==> src/rtl/mine_pkg.sv <==
// Shared constants and types for the mine placement datapath.
package mine_pkg;
  localparam int unsigned CELLS_DEF = 9;
  localparam int unsigned IDX_W     = $clog2(CELLS_DEF);

  localparam int unsigned       LFSR_W    = 8;
  // Taps for x^8+x^6+x^5+x^4+1 on a left-shifting Fibonacci register.
  localparam logic [LFSR_W-1:0] LFSR_TAPS = 8'hB8;

  typedef enum logic [1:0] {
    IDLE,
    PLACE,
    DONE
  } state_t;
endpackage

==> src/rtl/mine_placer_if.sv <==
// Handshake between the mine placer and the datapath register stage.
interface mine_placer_if #(
  parameter int unsigned CELLS = mine_pkg::CELLS_DEF
);
  logic             start;
  logic [CELLS-1:0] mines;
  logic             place_done;
  logic             busy;

  modport master (output start, input mines, input place_done, input busy);
  modport slave  (input start, output mines, output place_done, output busy);
endinterface

==> src/rtl/mine_placer_lfsr8.sv <==
// Free-running 8-bit Fibonacci LFSR; an all-zero seed is replaced by 8'h01.
module lfsr8
  import mine_pkg::*;
#(
  parameter logic [LFSR_W-1:0] SEED = 8'hA5
) (
  input  logic              clk,
  input  logic              rst_n,
  output logic [LFSR_W-1:0] state
);
  localparam logic [LFSR_W-1:0] SEED_EFF = (SEED == '0) ? LFSR_W'(1) : SEED;

  logic fb;
  assign fb = ^(state & LFSR_TAPS);

  // NOTE: sequential state uses non-blocking assignments so every register samples pre-edge values.
  always_ff @(posedge clk or negedge rst_n) begin
    if (!rst_n) state <= SEED_EFF;
    else        state <= {state[LFSR_W-2:0], fb};
  end
endmodule

==> src/rtl/mine_placer.sv <==
// Places NUM_MINES distinct mines on a CELLS-cell board by LFSR rejection sampling.
// Optional safe-cell exclusion is built when MINE_PLACER_SAFE_CELL_EN is defined.
module mine_placer
  import mine_pkg::*;
#(
  parameter int unsigned       CELLS     = CELLS_DEF,
  parameter int unsigned       NUM_MINES = 3,
  parameter logic [LFSR_W-1:0] SEED      = 8'hA5
) (
  input logic clka,
  input logic restart_n,
`ifdef MINE_PLACER_SAFE_CELL_EN
  input logic [((CELLS > 1) ? $clog2(CELLS) : 1)-1:0] safe_cell,
`endif
  mine_placer_if.slave bus
);
  localparam int unsigned CAND_W = (CELLS > 1) ? $clog2(CELLS) : 1;
  localparam int unsigned PAD_W  = 1 << CAND_W;
  localparam int unsigned CNT_W  = $clog2(CELLS + 1);
`ifdef MINE_PLACER_SAFE_CELL_EN
  localparam int unsigned MAX_MINES = CELLS - 1;
`else
  localparam int unsigned MAX_MINES = CELLS;
`endif

  if (NUM_MINES < 1 || NUM_MINES > MAX_MINES) begin : g_bad_num_mines
    $error("mine_placer: NUM_MINES out of range");
  end

  logic [LFSR_W-1:0] lfsr;
  lfsr8 #(.SEED(SEED)) u_lfsr (.clk(clka), .rst_n(restart_n), .state(lfsr));

  logic [CAND_W-1:0] cand;
  logic              unused_lfsr_hi;
  assign cand           = lfsr[CAND_W-1:0];
  assign unused_lfsr_hi = ^lfsr[LFSR_W-1:CAND_W];

  // Padding the map to a power of two keeps the occupancy lookup in range for any candidate.
  logic [PAD_W-1:0] mines_pad;
  logic [CELLS-1:0] onehot;
  assign mines_pad = PAD_W'(bus.mines);
  assign onehot    = CELLS'(1) << cand;

  logic is_safe;
`ifdef MINE_PLACER_SAFE_CELL_EN
  logic [CAND_W-1:0] safe_q;
  // An out-of-range safe cell never matches, since such candidates are already rejected.
  assign is_safe = (cand == safe_q);
`else
  assign is_safe = 1'b0;
`endif

  state_t          state;
  logic [CNT_W-1:0] count;
  logic            accept;
  logic            last;
  assign accept = (32'(cand) < CELLS) && !mines_pad[cand] && !is_safe;
  assign last   = (count == CNT_W'(NUM_MINES - 1));

  // NOTE: the map is reset so a placement interrupted by restart_n never leaks a partial board.
  always_ff @(posedge clka or negedge restart_n) begin
    if (!restart_n) begin
      state          <= IDLE;
      count          <= '0;
      bus.mines      <= '0;
      bus.place_done <= 1'b0;
      bus.busy       <= 1'b0;
`ifdef MINE_PLACER_SAFE_CELL_EN
      safe_q         <= '1;
`endif
    end else begin
      case (state)
        IDLE: if (bus.start) begin
          bus.mines      <= '0;
          count          <= '0;
          bus.busy       <= 1'b1;
          bus.place_done <= 1'b0;
          state          <= PLACE;
`ifdef MINE_PLACER_SAFE_CELL_EN
          safe_q         <= safe_cell;
`endif
        end
        PLACE: if (accept) begin
          bus.mines <= bus.mines | onehot;
          count     <= count + 1'b1;
          if (last) begin
            bus.busy       <= 1'b0;
            bus.place_done <= 1'b1;
            state          <= DONE;
          end
        end
        DONE: if (!bus.start) state <= IDLE;
        default: state <= IDLE;
      endcase
    end
  end
endmodule

==> src/flat_wrapper.sv <==
// flat-port wrapper written by rule: the top's interface ports become plain ports
module mine_placer_flat import mine_pkg::*;
#(
  parameter int unsigned       CELLS     = CELLS_DEF,
  parameter int unsigned       NUM_MINES = 3,
  parameter logic [LFSR_W-1:0] SEED      = 8'hA5
)
  (clka, restart_n, bus_start, bus_mines, bus_place_done, bus_busy);
  mine_placer_if #(.CELLS(CELLS)) bus_i ();
  input logic clka;
  input logic restart_n;
  input wire logic [$bits(bus_i.start)-1:0] bus_start;
  output wire logic [$bits(bus_i.mines)-1:0] bus_mines;
  output wire logic [$bits(bus_i.place_done)-1:0] bus_place_done;
  output wire logic [$bits(bus_i.busy)-1:0] bus_busy;
  assign bus_i.start = bus_start;
  assign bus_mines = bus_i.mines;
  assign bus_place_done = bus_i.place_done;
  assign bus_busy = bus_i.busy;
  mine_placer #(.CELLS(CELLS), .NUM_MINES(NUM_MINES), .SEED(SEED)) u_core (.clka(clka), .restart_n(restart_n), .bus(bus_i));
endmodule
==> config.mk <==
export PLATFORM = sky130hd
export DESIGN_NAME = mine_placer_flat
export DESIGN_NICKNAME = d
export VERILOG_FILES = /design/src/rtl/mine_pkg.sv /design/src/rtl/mine_placer_if.sv /design/src/rtl/mine_placer_lfsr8.sv /design/src/rtl/mine_placer.sv /design/src/flat_wrapper.sv
export SDC_FILE = /design/constraint.sdc
export NUM_CORES = 1
export LEC_CHECK = 0
export ABC_AREA = 1
export CORE_UTILIZATION = 40
export CTS_CLUSTER_DIAMETER = 150
export CTS_CLUSTER_SIZE = 14
export DETAILED_ROUTE_END_ITERATION = 7
export HOLD_SLACK_MARGIN = 0.06
export PLACE_DENSITY = 0.57
export SYNTH_ARGS = -nofsm -noshare
export SYNTH_HDL_FRONTEND = slang
export SYNTH_SLANG_ARGS = --single-unit
==> constraint.sdc <==
create_clock -name clka -period 2.3 [get_ports clka]
set_input_delay 0.575 -clock clka [delete_from_list [all_inputs] [get_ports clka]]
set_output_delay 0.575 -clock clka [all_outputs]
set_load 0.03 [all_outputs]
# Word level (Yosys, flattened, before mapping)
# Cells that the tools add are included.
# word_totals
mem_bits_rw	0
latch_bits	0
n_memories	0
input_bits	3
register_bits	25
mem_bits_ro	0
output_inout_bits	11
elab_cells	47
# op_classes
n_div	0
order_cmp	2
bitwise_logic	1
mul	0
n_addsub	1
reduce_logical	8
muxes	21
eq_ne	7
shifts	1
# ops
cell	count
9-bit 2-to-1 mux	2
9-bit one-hot mux with 2 select lines	1
9-bit bitwise OR	1
1-bit by 4-bit << shifter with 9-bit output, first input constant	1
2-bit 2-to-1 mux	4
4-bit 2-to-1 mux	2
4-bit one-hot mux with 2 select lines	1
4-bit AND reduction	2
8-bit parity	1
1-bit 2-to-1 mux	7
2-bit one-hot mux with 3 select lines	1
4-bit by 5-bit < comparator with 1-bit output, second input constant	1
4-bit by 1-bit adder with 4-bit output, second input constant	1
1-bit binary-select mux with 4-bit select	1
4-bit by 2-bit == test with 1-bit output, second input constant	1
4-bit < comparator, second input constant	1
2-bit by 1-bit != test with 1-bit output, second input constant	2
2-bit != test, second input constant	2
1-bit one-hot mux with 2 select lines	2
3-bit AND reduction	1
2-bit by 1-bit == test with 1-bit output, second input constant	1
2-bit == test, second input constant	1
2-bit zero test	1
2-bit nonzero test	1
other kinds (2)	2

# Depth between registers and ports, before layout
# Gate-level depths: netlist of the first run.
# depth
depth_word	6
depth_mapped	11

# Hierarchy
# A second synthesis of the first run with hierarchy kept.
# unflattened
hier_cells	173
area_unflattened_um2	1362.6
# by_module_without_submodules
mod	cells_each	n_inst	seq_area_each_um2	area_each_um2
mine_placer	148	1	425.4	1086.0
lfsr8	25	1	205.2	276.5

# Worst setup path before layout of the first run
# No wires, ideal clock.
# synth_path
path_kind	reg-to-reg
startpoint	register u_core.u_lfsr.state[0]
endpoint	register u_core.bus.mines[8]
synth_period_minus_slack_ns	1.491
setup_slack_ns	0.809
t_arrival_ns	1.368
stages_incl_launch_ff	10
cell_sequence	dfstp_2 > buf_6 > nor2_2 > a21oi_1 > nand3_2 > nand3_2 > nand2_4 > buf_12 > nand2_2 > o21ai_2
# synth_via
elab_chain_len	6
word_cells_on_any_way	11
cone_classes	order compare (1); eq/ne (1); shift (1); mux (4); bitwise (1); reduce/logical (3)
# synth_rtl
item	line	rtl
start, declared	mine_placer_lfsr8.sv:9	output logic [LFSR_W-1:0] state
start signal, assigned	mine_placer_lfsr8.sv:19	else state <= {state[LFSR_W-2:0], fb};
1-bit binary-select mux with 4-bit select	mine_placer.sv:57	assign accept = (32'(cand) < CELLS) && !mines_pad[cand] && !is_safe;
1-bit 2-to-1 mux (not written as such)	mine_placer.sv:57	
1-bit zero test	mine_placer.sv:57	
1-bit logical AND	mine_placer.sv:57	
2-bit by 1-bit != test with 1-bit output (no line)	n/a	
3-bit AND reduction (no line)	n/a	
end signal, assigned	mine_placer.sv:84	bus.mines <= bus.mines | onehot;
end, declared	mine_placer_if.sv:11	modport slave (input start, output mines, output place_done, output busy);
# Parallel ways exist; a longest one is shown, timed or not. The select of a mux whose other input is x is not followed.
# A chain may end at the register's enable or synchronous reset.

# Worst setup path in the final report of the first run
# layout_path
startpoint	register u_core.bus.mines[8]
endpoint	output bus_mines[8]
# layout_lines
item	line	rtl
end, declared	flat_wrapper.sv:13	output wire logic [$bits(bus_i.mines)-1:0] bus_mines;
# No word-level cell between the ends.

==> summary.txt, run 1 <==
Routing
  – Via-per-instance ratio: 4.816
  – Iteration count of the initial detailed-routing pass: 4
  – Drc violations: 0
  – First DRT Iteration DRCs: 38
  – Antenna violation net count after detailed routing: 0
  – Final routed wire length divided by cell count: 11.47 um
  – Vias after detailed routing: 944
  – DRT Wirelength: 2248 um

Floorplan
  – Ports: 14
  – Overall die area: 3430 um2
  – Initial core utilization: 41.93%
  – Rows: 20
  – Die height: 58.57 um
  – Floorplan die width: 58.57 um
  – Core region area: 3053 um2

Timing
  – Number of hold-slack violations in the final timing report: 0
  – RSZ-0062 raised after global routing: no
  – Setup slack after layout: 0.2441 ns
  – Total negative slack: 0 ns
  – Clock tree skew after final layout: 0.01740 ns
  – Tightest slew margin relative to the limit: 74.99%
  – Final worst-path cycle share: 89.39%
  – Measured slew at the worst slew-check pin: 0.3748 ns
  – Tmin final: 2.056 ns
  – Number of setup violations in the final report: 0
  – Slew Limit Fails: 0
  – Highest Clock Rate: 0.4864 GHz

Place
  – Gpl congestion: 0.7349
  – Placed Cells incl. Taps: 192
  – Number of I/O port buffers: 13
  – Post-DP HPWL: 1564 um
  – Place WS: 0.4289 ns

Setup path
  – Arrival @ worst endpoint: 1.48 ns
  – Max stage delay cell, worst path: clkdlybuf4s50_1
  – Top delay family on crit path: buffers and inverters
  – Nature of the critical path endpoint: primary output
  – CP Cell Sequence: clkdlybuf4s50_1
  – Required time at the worst-slack endpoint: 1.73 ns
  – Startpoint types: register
  – Max incr delay on CP: 0.70 ns
  – Maximum fanout along the worst path: 4
  – CP Buf/Inv Count: 1
  – Critical path class: reg2out

Yosys
  – Net count after synthesis: 142
  – Cell type with the largest total area after synthesis: dfrtp_1
  – Avg Cell Area, Syn: 9.343 um2
  – Post-synth EDFFs: 0
  – Sequential fraction of the synthesis area: 49.27%
  – Most used flip-flop cell after synthesis: dfrtp_1
  – Fraction of registers with async set or reset after synthesis: 100.0%
  – Post-Syn Instances: 137
  – Post-synth cell types: 24
  – Area of the mapped netlist: 1280 um2
  – Share of the synthesized area in the top cell type: 41.06%
  – Top cells by area, synth: dfrtp_1 41%, dfstp_2 8.2%, o21ai_2 8.2%
  – Flop and latch count out of synthesis: 25
  – Synth warn: 0

Layout
  – Ratio of cells with drive above 1 in the final layout: 26.32%
  – Number of antenna cells inserted: 0
  – Number of standard cells in the final layout excluding fillers: 196
  – Flip-flop and latch area: 630.6 um2
  – Multi-input combinational cell area: 553.0 um2
  – Area growth from synthesis to layout: 13.49%
  – Final core occ: 47.58%
  – # fillers: 323
  – Number of nets in the layout: 158

Job
  – MaxCap Viol Count: 0

Clock network
  – Hold Buf Count CTS: 0
  – Setup bufs post-CTS: 0
  – Buffers from clock root to sink, at most: 2
  – Worst-path clk slew: 0.15 ns
  – Clock tree from TritonCTS: yes
  – Post_cts resized: 0
  – Clock buffer count from CTS: 3
  – Clock network latency to the later pin of the worst-skew pair: 0.32 ns
  – CTS root buffer: clkbuf_4
  – TritonCTS sink count: 25
  – Number of levels the H-tree was split into: 1

GRT
  – Maximum number of pins on one net before global-route repair: 26
  – Via count of the first global-routing pass: 936
  – Overall Global Routing Usage: 15.41%
  – Wire length of the first global-routing pass: 3981 um
  – Overflow after GRT: 0
  – Antenna violations before repair: 0

Hold path
  – Kind of path behind the tightest hold check: reg2reg

Power and ir drop
  – Cell Pwr Density: 448.3 nW/um2
  – Tot Pwr: 0.6513 mW
  – Maximum vdd drop: 0.0002195 V
  – Static Leak: 0.6643 nW

Status
  – Status: complete, no violations
[cell usage in the layout (no fill, tap or decap), types with 3 or more instances in the layout]
cell / count
o21ai_0: 9
nor2_1: 13
clkdlybuf4s50_1: 13
nand2_2: 8
inv_1: 10
clkbuf_4: 3
dfstp_2: 4
nand2_1: 22
nand3_1: 13
dfrtp_1: 21
o21ai_2: 12
or2_2: 3
nor2_2: 3
[kinds of logic after synthesis]
kind of cell,synth area share (%)
compound gates,12.51
flops,49.27
fa+ha+maj,1.955
simple gates,26.00
buf+inv,7.527
xor+xnor,2.738
[registers in the layout, indices dropped and copies added, names as in the netlist]
register and cells:
u_core.bus.busy 1, u_core.bus.mines 9, u_core.bus.place_done 1, u_core.count 4, u_core.state 2, u_core.u_lfsr.state 8
[worst paths after layout]
check                                                      start                          endpoint  slack (ns)  cells past startpoint
worst max-delay path             u_core.bus.mines[8]$_DFFE_PN0P_                      bus_mines[8]        0.24                      1
worst min-delay path            u_core.u_lfsr.state[6]$_DFF_PN0_  u_core.u_lfsr.state[7]$_DFF_PN1_        0.37                      0
max in group asynchronous                              restart_n  u_core.u_lfsr.state[0]$_DFF_PN1_        1.40                      2
worst min register to register  u_core.u_lfsr.state[6]$_DFF_PN0_  u_core.u_lfsr.state[7]$_DFF_PN1_        0.37                      0
min in group asynchronous                              restart_n   u_core.bus.mines[7]$_DFFE_PN0P_        0.59                      2
worst max register to register  u_core.u_lfsr.state[0]$_DFF_PN1_   u_core.bus.mines[3]$_DFFE_PN0P_        0.59                      8
[worst register-to-register path, cell delays in order, from the launching register on]
cell and delay, ns:
dfstp_2 0.66, nor2_2 0.08, nand3_1 0.10, nor2_1 0.06, nor2_2 0.16, nand3_2 0.10, nand2_4 0.31, nand2_1 0.12
o21ai_2 0.07
[report_power, final]
| part | internal [mW] | total [mW] | switching, mW |
|---|---|---|---|
| Combinational | 0.00408 | 0.0128 | 0.00868 |
| Sequential | 0.440 | 0.440 | 0 |
| Clock | 0.0651 | 0.199 | 0.133 |
| Total | 0.509 | 0.651 | 0.142 |
[synthesized netlist by cell type (all sizes together), types with 3 or more instances]
cell,count
nand2,31
dfrtp,21
o21ai,21
nor2,16
nand3,15
inv,11
dfstp,4
buf,3
or2,3
[routing by layer]
| layer | up-vias | track usage [%] | routed length (um) |
|---|---|---|---|
| met5 | - | 0 | 0 |
| met4 | 0 | 7.483 | 20 |
| met3 | 2 | 2.418 | 72 |
| li1 | 473 | - | - |
| met1 | 454 | 20.08 | 1068 |
| met2 | 15 | 25.12 | 1086 |
[cell type report]
type | count | share of cell area (%)
Sequential cell | 25 | 43.41
Multi-Input combinational cell | 97 | 38.07
Timing Repair Buffer | 15 | 9.991
Tap cell | 44 | 3.790
Inverter | 11 | 2.842
Clock buffer | 3 | 1.550
Clock inverter | 1 | 0.3445
[per-stage QoR]
step / area, um2 / hold slack (ns)
6_report: 1453 / 0.3682
5_1_grt: 1453 / 0.3957
4_1_cts: 1453 / 0.3730
3_5_place_dp: 1425 / 0.3403
3_3_place_gp: 1425 / 0.3355
2_1_floorplan: 1280 / 0.2794
(Power assumes the default switching activity.)
==> run 2, diff against run 1 <==
- SLEW_MARGIN: unset -> 10
==> results of run 2 <==
Final layout, timing and power as in run 1 (identical DEF).
